<file path="config.mk">
export PLATFORM = sky130hd
export DESIGN_NAME = apo_router_input_arbiter
export DESIGN_NICKNAME = d
export VERILOG_FILES = /design/src/rtl/apo_router_input_arbiter.sv
export SDC_FILE = /design/constraint.sdc
export NUM_CORES = 1
export LEC_CHECK = 0
export ABC_AREA = 1
export CORE_ASPECT_RATIO = 1.25
export CORE_MARGIN = 2
export CORE_UTILIZATION = 60
export CTS_CLUSTER_SIZE = 28
export DETAILED_ROUTE_END_ITERATION = 16
export GPL_ROUTABILITY_DRIVEN = 0
export GPL_TIMING_DRIVEN = 0
export PLACE_DENSITY = 0.79
export SETUP_SLACK_MARGIN = 0.1
export SLEW_MARGIN = 10
export SYNTH_ARGS = -nofsm -noshare
export SYNTH_HDL_FRONTEND = slang
export SYNTH_SLANG_ARGS = --single-unit
</file>
<file path="constraint.sdc">
create_clock -name clk -period 12.1 [get_ports clk]
set_input_delay 3.025 -clock clk [delete_from_list [all_inputs] [get_ports clk]]
set_output_delay 3.025 -clock clk [all_outputs]
set_load 0.005 [all_outputs]
</file>
<file path="src/rtl/apo_router_input_arbiter.sv">
// ----------------------------------------------------------------------------
// apo_router_input_arbiter
//   Input stage in front of a circulant router. The router takes only one
//   packet per clock, so this block buffers the five input streams in
//   per-port FIFOs. Each cycle it forwards at most one packet, picked
//   round-robin, onto the router input with the same index.
//
//   Port index order: 0 free, 1 r1R, 2 r2R, 3 r1L, 4 r2L.
//
// Ports
//   clk, rst              rising-edge clock, synchronous active-high reset
//   in_*   [N2-1:0]       input packets, bit N2-1 = valid flag
//   out_*  [N2-1:0]       registered router inputs, at most one non-zero
//   fifo_empty [4:0]      registered per-port empty flags {r2L,r1L,r2R,r1R,free}
//   ovf [4:0]             one-cycle pulse per port when a packet was dropped
//   drop_cnt [CNT_W-1:0]  saturating total of dropped packets
// ----------------------------------------------------------------------------

// Per-port FIFO with its own registered output slot. The output register
// carries the popped head for one cycle and is zero otherwise.
module apo_arb_fifo #(
   parameter int N2    = 17,
   parameter int DEPTH = 4
) (
   input  logic                       clk,
   input  logic                       rst,
   input  logic                       i_push,
   input  logic                       i_pop,
   input  logic [N2-1:0]              i_din,
   output logic [$clog2(DEPTH):0]     o_cnt,
   output logic                       o_empty,
   output logic [N2-1:0]              o_out
);
   localparam int AW = $clog2(DEPTH);

   logic [N2-1:0] r_mem [DEPTH];
   logic [AW-1:0] r_wp, r_rp;
   logic [AW:0]   r_cnt, w_cnt_nxt;
   logic          r_empty;
   logic [N2-1:0] r_out;

   always_comb begin
      w_cnt_nxt = r_cnt;
      if (i_push && !i_pop)      w_cnt_nxt = r_cnt + 1'b1;
      else if (!i_push && i_pop) w_cnt_nxt = r_cnt - 1'b1;
   end

   // Storage has no reset; the pointers and count define what is live.
   // A push into a full FIFO that is popped on the same edge writes the
   // slot being read; the non-blocking read still returns the old head.
   always_ff @(posedge clk) begin
      if (!rst && i_push) r_mem[r_wp] <= i_din;
   end

   always_ff @(posedge clk) begin
      if (rst) begin
         r_wp    <= '0;
         r_rp    <= '0;
         r_cnt   <= '0;
         r_empty <= 1'b1;
         r_out   <= '0;
      end else begin
         if (i_push) r_wp <= r_wp + 1'b1;
         if (i_pop) begin
            r_rp  <= r_rp + 1'b1;
            r_out <= r_mem[r_rp];
         end else begin
            r_out <= '0;
         end
         r_cnt   <= w_cnt_nxt;
         r_empty <= (w_cnt_nxt == '0);
      end
   end

   assign o_cnt   = r_cnt;
   assign o_empty = r_empty;
   assign o_out   = r_out;
endmodule

module apo_router_input_arbiter #(
   parameter int N2    = 17,
   parameter int DEPTH = 4,
   parameter int CNT_W = 8
) (
   input  logic             clk,
   input  logic             rst,
   input  logic [N2-1:0]    in_free,
   input  logic [N2-1:0]    in_r1R,
   input  logic [N2-1:0]    in_r2R,
   input  logic [N2-1:0]    in_r1L,
   input  logic [N2-1:0]    in_r2L,
   output logic [N2-1:0]    out_free,
   output logic [N2-1:0]    out_r1R,
   output logic [N2-1:0]    out_r2R,
   output logic [N2-1:0]    out_r1L,
   output logic [N2-1:0]    out_r2L,
   output logic [4:0]       fifo_empty,
   output logic [4:0]       ovf,
   output logic [CNT_W-1:0] drop_cnt
);
   localparam int          NP   = 5;
   localparam int          AW   = $clog2(DEPTH);
   localparam logic [AW:0] FULL = (AW+1)'(DEPTH);

   logic [NP-1:0][N2-1:0] w_in, w_out;
   logic [AW:0]           w_cnt [NP];
   logic [NP-1:0]         w_ne, w_empty, w_pop, w_push, w_drop;
   logic                  w_gvld;
   logic [2:0]            w_gidx;
   logic [3:0]            w_t;
   logic [2:0]            w_ndrop;
   logic [CNT_W:0]        w_dsum;

   logic [2:0]            r_rr;
   logic [NP-1:0]         r_ovf;
   logic [CNT_W-1:0]      r_drop;

   assign w_in = {in_r2L, in_r1L, in_r2R, in_r1R, in_free};

   // Round-robin search from r_rr upward mod 5. Walking k downward lets the
   // smallest offset overwrite, so the first non-empty port found wins.
   always_comb begin
      w_gvld = 1'b0;
      w_gidx = '0;
      w_t    = '0;
      for (int k = NP-1; k >= 0; k--) begin
         w_t = {1'b0, r_rr} + 4'(k);
         if (w_t >= 4'd5) w_t = w_t - 4'd5;
         if (w_ne[w_t[2:0]]) begin
            w_gvld = 1'b1;
            w_gidx = w_t[2:0];
         end
      end
   end

   genvar g;
   generate
      for (g = 0; g < NP; g++) begin : g_port
         assign w_ne[g]   = (w_cnt[g] != '0);
         assign w_pop[g]  = w_gvld && (w_gidx == 3'(g));
         // Full FIFO still accepts when the same edge pops it.
         assign w_push[g] = w_in[g][N2-1] && ((w_cnt[g] != FULL) || w_pop[g]);
         assign w_drop[g] = w_in[g][N2-1] && !w_push[g];

         apo_arb_fifo #(.N2(N2), .DEPTH(DEPTH)) u_fifo (
            .clk     (clk),
            .rst     (rst),
            .i_push  (w_push[g]),
            .i_pop   (w_pop[g]),
            .i_din   (w_in[g]),
            .o_cnt   (w_cnt[g]),
            .o_empty (w_empty[g]),
            .o_out   (w_out[g])
         );
      end
   endgenerate

   always_comb begin
      w_ndrop = '0;
      for (int i = 0; i < NP; i++) w_ndrop = w_ndrop + 3'(w_drop[i]);
   end

   // One extra bit catches the carry that signals saturation.
   assign w_dsum = {1'b0, r_drop} + (CNT_W+1)'(w_ndrop);

   always_ff @(posedge clk) begin
      if (rst) begin
         r_rr   <= '0;
         r_ovf  <= '0;
         r_drop <= '0;
      end else begin
         if (w_gvld) r_rr <= (w_gidx == 3'd4) ? 3'd0 : w_gidx + 3'd1;
         r_ovf  <= w_drop;
         r_drop <= w_dsum[CNT_W] ? {CNT_W{1'b1}} : w_dsum[CNT_W-1:0];
      end
   end

   assign out_free   = w_out[0];
   assign out_r1R    = w_out[1];
   assign out_r2R    = w_out[2];
   assign out_r1L    = w_out[3];
   assign out_r2L    = w_out[4];
   assign fifo_empty = w_empty;
   assign ovf        = r_ovf;
   assign drop_cnt   = r_drop;
endmodule

</file>
* After elaboration in Yosys (flattened, before gate mapping)
Memory sizes are Yosys's and may differ from the RTL's. A register that Yosys moved wholly into a read port is not among the register bits. Cells that the tools add are included.
Cells by class: $lt $le $gt $ge 10, reductions and logical operators 62, $mul 0, add/subtract/negate cells 35, muxes and demuxes 47, bitwise gates (word level) 5, shift operators 0, equality and inequality tests 9, divide/modulo/power cells 0
Operator list (count):
- 3-bit 2-to-1 mux | 21
- 1-bit logical AND | 30
- 2-bit by 1-bit adder with 2-bit output (second input constant) | 10
- 3-bit by 4-bit < comparator with 1-bit output (second input constant) | 5
- 1-bit 2-to-1 mux | 20
- 3-bit by 1-bit adder with 3-bit output (second input constant) | 6
- 3-bit zero test | 6
- 4-bit by 3-bit greater-or-equal comparator with 1-bit output (second input constant) | 4
- 1-bit binary-select mux with 3-bit select | 5
- 3-bit inequality test (second input constant) | 5
- 3-bit nonzero test | 5
- 3-bit by 1-bit subtractor with 3-bit output (second input constant) | 5
- 3-bit subtractor (second input constant) | 5
- 1-bit zero test | 11
- 2-bit OR reduction | 5
- 8-bit by 3-bit adder with 9-bit output | 1
- 3-bit by 2-bit adder with 4-bit output (second input constant) | 2
- 8-bit 2-to-1 mux | 1
- 3-bit by 1-bit adder with 3-bit output | 2
- 3-bit by 2-bit == test with 1-bit output (second input constant) | 2
- 1-bit logical OR | 5
- 1-bit inverter | 5
- 3-bit by 1-bit adder with 4-bit output (second input constant) | 1
- 3-bit by 3-bit adder with 4-bit output (second input constant) | 1
- other kinds (5) | 5
Storage, ports and cells: register bits 56, word-level logic and storage cells 196, bits in latches 0, input bits 87, RAM bits 340, memory bits (read-only) 0, memories 5
Memory list:
- g_port[0].u_fifo.r_mem | depth 4, bits a word 17, read ports 1, clocked after Yosys merged registers in 1, write ports 1, line 36 | logic [N2-1:0] r_mem [DEPTH];
- g_port[1].u_fifo.r_mem | depth 4, bits a word 17, read ports 1, clocked after Yosys merged registers in 1, write ports 1, line 36
- g_port[2].u_fifo.r_mem | depth 4, bits a word 17, read ports 1, clocked after Yosys merged registers in 1, write ports 1, line 36
- g_port[3].u_fifo.r_mem | depth 4, bits a word 17, read ports 1, clocked after Yosys merged registers in 1, write ports 1, line 36
- g_port[4].u_fifo.r_mem | depth 4, bits a word 17, read ports 1, clocked after Yosys merged registers in 1, write ports 1, line 36

* Depth between registers and ports, before layout
depth after elaboration 22, mapped depth 37

* Hierarchy
From an unflattened synthesis, not the netlist that was laid out.
Unflattened totals: cell total of the unflattened synthesis 1731, area, all modules 19324.8 um^2
By module, submodules not included:
- apo_arb_fifo | times used 5, cells each 281, area each 3448.3 um^2, seq. area each 2542.4 um^2
- apo_router_input_arbiter | times used 1, cells each 326, area each 2083.2 um^2, seq. area each 320.3 um^2

* Least setup slack after synthesis
Ideal clock, no wire load.
path type input -> register, start point input port in_free[16], end point register r_drop[3] (netlist: drop_cnt[3]), data required time 12042 ps, library setup time 58 ps, arrival 5800 ps, setup slack 6242 ps, stages 15, cell sequence inv_1 nor2_1 fa_1 fa_1 ha_1 inv_1 fa_1 or2_2 a21oi_1 nand3_1 nor2_1 nand2_1 o21ai_0 o21ai_0 inv_1
Between the ends: cells in the longest elaborated chain, start to end 9
Ends and longest elaborated chain:
- start, declared | line 87 | input logic [N2-1:0] in_free,
- 1-bit logical AND | line 142 | assign w_push[g] = w_in[g][N2-1] && ((w_cnt[g] != FULL) || w_pop[g]);
- 1-bit zero test | line 143 | assign w_drop[g] = w_in[g][N2-1] && !w_push[g];
- 1-bit logical AND (*) | line 143
- net w_drop[0] | line 107 | logic [NP-1:0] w_ne, w_empty, w_pop, w_push, w_drop;
- 1-bit by 1-bit adder with 2-bit output (*) | line 160 | for (int i = 0; i < NP; i++) w_ndrop = w_ndrop + 3'(w_drop[i]);
- 2-bit by 1-bit adder with 3-bit output (*) | line 160
- 3-bit by 1-bit adder with 3-bit output (*) (2 in series) | line 160
- 8-bit by 3-bit adder with 9-bit output (*) | line 164 | assign w_dsum = {1'b0, r_drop} + (CNT_W+1)'(w_ndrop);
- 8-bit 2-to-1 mux (*) | line 174 | r_drop <= w_dsum[CNT_W] ? {CNT_W{1'b1}} : w_dsum[CNT_W-1:0];
- end signal, assigned | line 174
- end, declared | line 116 | logic [CNT_W-1:0] r_drop;
Mark *: on every way through the listed nets, which the timed path passes. The rest lies on a longest branch. A chain may end at the register's enable or synchronous reset.

* Worst setup path in the final report
start point register r_rr[1], end point register r_drop[5] (netlist: drop_cnt[5])
Between the ends: cells in the longest elaborated chain, start to end 22
Ends and longest elaborated chain:
- start, declared | line 114 | logic [2:0] r_rr;
- start signal, assigned | line 172 | if (w_gvld) r_rr <= (w_gidx == 3'd4) ? 3'd0 : w_gidx + 3'd1;
- 3-bit by 3-bit adder with 4-bit output | line 127 | w_t = {1'b0, r_rr} + 4'(k);
- 4-bit by 3-bit greater-or-equal comparator with 1-bit output or 3-bit subtractor (tied branches) | line 128 | if (w_t >= 4'd5) w_t = w_t - 4'd5;
- 3-bit 2-to-1 mux | line 128
- 1-bit binary-select mux with 3-bit select | line 129 | if (w_ne[w_t[2:0]]) begin
- 1-bit 2-to-1 mux (not written as such) | line 129
- 3-bit 2-to-1 mux (5 in series) | line 129
- 3-bit zero test | line 140 | assign w_pop[g] = w_gvld && (w_gidx == 3'(g));
- 1-bit logical AND (*) | line 140
- (+2 left out)
- 1-bit zero test (*) | line 143
- 1-bit logical AND (*) | line 143
- net w_drop[0] | line 107
- 1-bit by 1-bit adder with 2-bit output (*) | line 160
- 2-bit by 1-bit adder with 3-bit output (*) | line 160
- 3-bit by 1-bit adder with 3-bit output (*) (2 in series) | line 160
- 8-bit by 3-bit adder with 9-bit output (*) | line 164
- 8-bit 2-to-1 mux (*) | line 174
Mark *: on every way through the listed nets, which the timed path passes. The rest lies on a longest branch. The select of a mux whose other input is x is not followed.

==> flow_metrics.env <==
export IMPL_run_status="completed"
export IMPL_grt_pass1_wl_um=67100
export IMPL_grt_total_usage=0.257
export IMPL_crit_family="adder cells"
export IMPL_finalCritPeriodShare=0.570
export IMPL_port_buffers=189
export IMPL_die_w_um=164
export IMPL_switching_share=0.368
export IMPL_finalSetupViolCount=0
export IMPL_pin_count=190
export IMPL_critPathKind="reg2reg"
export IMPL_r2r_start="r_rr[1]$_SDFFE_PP0P_"
export IMPL_core_um2=31700
export IMPL_fp_dieH_um=204
export IMPL_place_ws_ns=5.03
export IMPL_comb_power_share=0.392
export IMPL_power_density_nw_per_um2=243
export IMPL_ys_warn_count=0
export IMPL_r2r_cells=32
export IMPL_nFillCells=1997
export IMPL_synth_top_family_by_area="compound AO/OA/AOI/OAI gates"
export IMPL_initial_core_util=0.606
export IMPL_power_internal_mw=3.61
export IMPL_synth_area_per_cell_um2=12.3
export IMPL_critPathLaunchType="register"
export IMPL_power_frac_seq=0.360
export IMPL_crit_path_max_incr_delay_ns=0.56
export IMPL_cp_arrival_ns=7.39
export IMPL_busiest_layer="met2"
export IMPL_endpoint="drop_cnt[5]$_SDFF_PP0_"
export IMPL_clockPowerShare=0.248
export IMPL_synth_compound_area_frac=0.120
export IMPL_hold_depth=1
export IMPL_die_area_um2=33500
export IMPL_post_cts_buffers=0
export IMPL_cp_depth=32
export IMPL_clock_latency_ns=0.56
export IMPL_slew_violations=0
export IMPL_clock_skew_ns=0.0179
export IMPL_synthXorXnorAreaFrac=0.00547
export IMPL_setup_ws_ns=5.21
export IMPL_fin_util=0.740
export IMPL_critPathBufInv=5
export IMPL_hold_buffers=0
export IMPL_vdd_drop_max_mv=0.167
export IMPL_yosys_area_share_simple=0.114
export IMPL_synth_fp_nets=1709
export IMPL_period_minus_slack_ns=6.89
export IMPL_area_growth_pct=22.1
export IMPL_yosysTopAreaCell="edfxtp_1"
export IMPL_vias_per_cell=5.72
export IMPL_switching_power_mw=2.10
export IMPL_worst_ep_required_time_ns=12.59
export IMPL_clock_sinks=481
export IMPL_crit_slowest_cell="dfxtp_1"
export IMPL_drt_iter0_drc=1080
export IMPL_hold_violations=0
export IMPL_grt_max_degree=16
export IMPL_grt_overflow=0
export IMPL_numCtsBuffers=45
export IMPL_synth_main_ff_cell="edfxtp_1"
export IMPL_synthMuxAreaShare=0
export IMPL_drv_cap=0
export IMPL_synthAdderAreaFrac=0.0387
export IMPL_r2r_end="drop_cnt[5]$_SDFF_PP0_"
export IMPL_antenna_found_initial=0
export IMPL_ys_seq_elements=481
export IMPL_drc_errors=0
export IMPL_crit_top_cell="inv_1"
export IMPL_synth_area_um2=19200
export IMPL_critPathCaptureType="register"
export IMPL_netlist_instances=1565
export IMPL_ctsHtreeMaxLevel=2
export IMPL_rsz0062_at_grt="no"
export IMPL_synth_area_leaders="edfxtp_1 53%, dfxtp_1 15%, nand2_1 5.6%"
export IMPL_dp_hpwl_um=29200
export IMPL_finalSetupTns_ns=0
export IMPL_cts_resized=0
export IMPL_p_leak_nw=8.91
export IMPL_synth_distinct_cells=41
export IMPL_dr_pass1_iters=8
export IMPL_met3_usage=0.0388
export IMPL_vias=12982
export IMPL_antennaDiodeCount=0
export IMPL_async_flop_share=0
export IMPL_rows=73
export IMPL_hold_path_class="reg2reg"
export IMPL_tritoncts="done"
export IMPL_ys_seq_area_frac=0.678
export IMPL_grt_pass1_vias=13026
export IMPL_synth_common_cells="340 x edfxtp_1, 288 x nand2_1, 201 x a21oi_1"
export IMPL_synth_most_common_cell="edfxtp_1"
export IMPL_use_met2=0.455
export IMPL_rrSetupSlack_ns=5.21
export IMPL_cts_root_buf="clkbuf_16"
export IMPL_drive_gt1_frac=0.121
export IMPL_synth_edf_count=340
export IMPL_ant_nets=0
export IMPL_timing_critical_path_from="r_rr[1]$_SDFFE_PP0P_"
export IMPL_worstPathMaxFanout=8
export IMPL_fmax_mhz=145
export IMPL_wl_per_cell_um=19.0
export IMPL_cts_buffer_depth=3
export IMPL_grt_use_met1=0.317
export IMPL_wl_um=43200
export IMPL_power_mw=5.71
export IMPL_max_slew_margin_rel=0.518
export IMPL_path_clk_slew_ns=0.06
export IMPL_tightest_slew_ns=0.723
export IMPL_synth_top_area_share=0.531
export IMPL_nets=1965
-- sequential cells by signal (all words and copies together) (netlist names) --
name / count
g_port.u_fifo.o_cnt: 15
ovf: 5
g_port.u_fifo.r_wp: 10
g_port.u_fifo.o_empty: 5
g_port.u_fifo.r_rp: 10
drop_cnt: 8
g_port.u_fifo.r_mem: 340
g_port.u_fifo.o_out: 85
r_rr: 3
-- layer usage --
layer  up-vias  share of wire
met3        99          0.057
met2       476           0.53
met5         -              0
met1      6318           0.39
li1       6089              -
met4         0          0.029
-- kinds of logic after synthesis --
| kind of cell | count (synthesis) |
|---|---|
| compound gates | 336 |
| flops | 481 |
| buf+inv | 205 |
| xor+xnor | 12 |
| fa+ha+maj | 57 |
| simple gates | 474 |
-- layout by cell type (no fill, tap or decap), drive strengths merged, types with 2 or more instances in the layout --
master / instances
nand4: 14
xnor2: 9
clkbuf: 122
dfxtp: 141
clkinvlp: 2
buf: 33
nand3: 73
xor2: 3
a21oi: 205
ha: 53
inv: 126
nor3: 10
a221oi: 85
a211oi: 2
and2: 2
nand3b: 2
a31oi: 3
clkdlybuf4s50: 189
fa: 4
edfxtp: 340
clkinv: 23
nand2: 315
bufinv: 3
nor2: 57
o21ai: 37
-- power groups by stage --
stage	clock network [mW]	logic (mW)	registers (mW)
after floorplan	0	1.54	2.08
after global placement	0	2.13	2.08
after detailed placement	0	2.22	2.09
after CTS	1.43	2.24	2.06
after global routing	1.50	2.48	2.07
final	1.42	2.24	2.06
-- how the worst min path moves through the flow --
| stage | startpoint | end | slack [ns] |
|---|---|---|---|
| after floorplan | drop_cnt[7]$_SDFF_PP0_ | drop_cnt[7]$_SDFF_PP0_ | 0.48 |
| after global placement | drop_cnt[7]$_SDFF_PP0_ | drop_cnt[7]$_SDFF_PP0_ | 0.47 |
| after detailed placement | drop_cnt[7]$_SDFF_PP0_ | drop_cnt[7]$_SDFF_PP0_ | 0.49 |
| after CTS | drop_cnt[7]$_SDFF_PP0_ | drop_cnt[7]$_SDFF_PP0_ | 0.50 |
| after global routing | drop_cnt[7]$_SDFF_PP0_ | drop_cnt[7]$_SDFF_PP0_ | 0.56 |
| final | drop_cnt[7]$_SDFF_PP0_ | drop_cnt[7]$_SDFF_PP0_ | 0.51 |
-- cell type report --
cell class / instances / area (µm²) / share of cell area
timing repair buffer: 209 / 2180 / 0.0928
clock buffer: 63 / 1310 / 0.0557
tap: 412 / 515 / 0.0220
inverter: 133 / 499 / 0.0213
multi-input combinational: 879 / 5410 / 0.230
buffer: 72 / 333 / 0.0142
clock inverter: 21 / 198 / 0.00842
sequential: 481 / 13000 / 0.555
-- stage by stage --
step / hold WS [ns] / cell area (µm²) / cells
2_1_floorplan: 0.475 / 19200 / 1565
3_3_place_gp: 0.473 / 21600 / 2166
3_5_place_dp: 0.487 / 22000 / 2186
4_1_cts: 0.502 / 23500 / 2270
5_1_grt: 0.555 / 23500 / 2270
6_report: 0.511 / 23500 / 2270
-- worst register-to-register path: cells and delay by family (launching register included) --
family | cells | cell delay [ns]
flops | 1 | 0.56
buf+inv | 5 | 0.58
simple gates | 13 | 1.87
fa+ha+maj | 7 | 2.38
compound gates | 7 | 1.43
(Power assumes the default switching activity.)
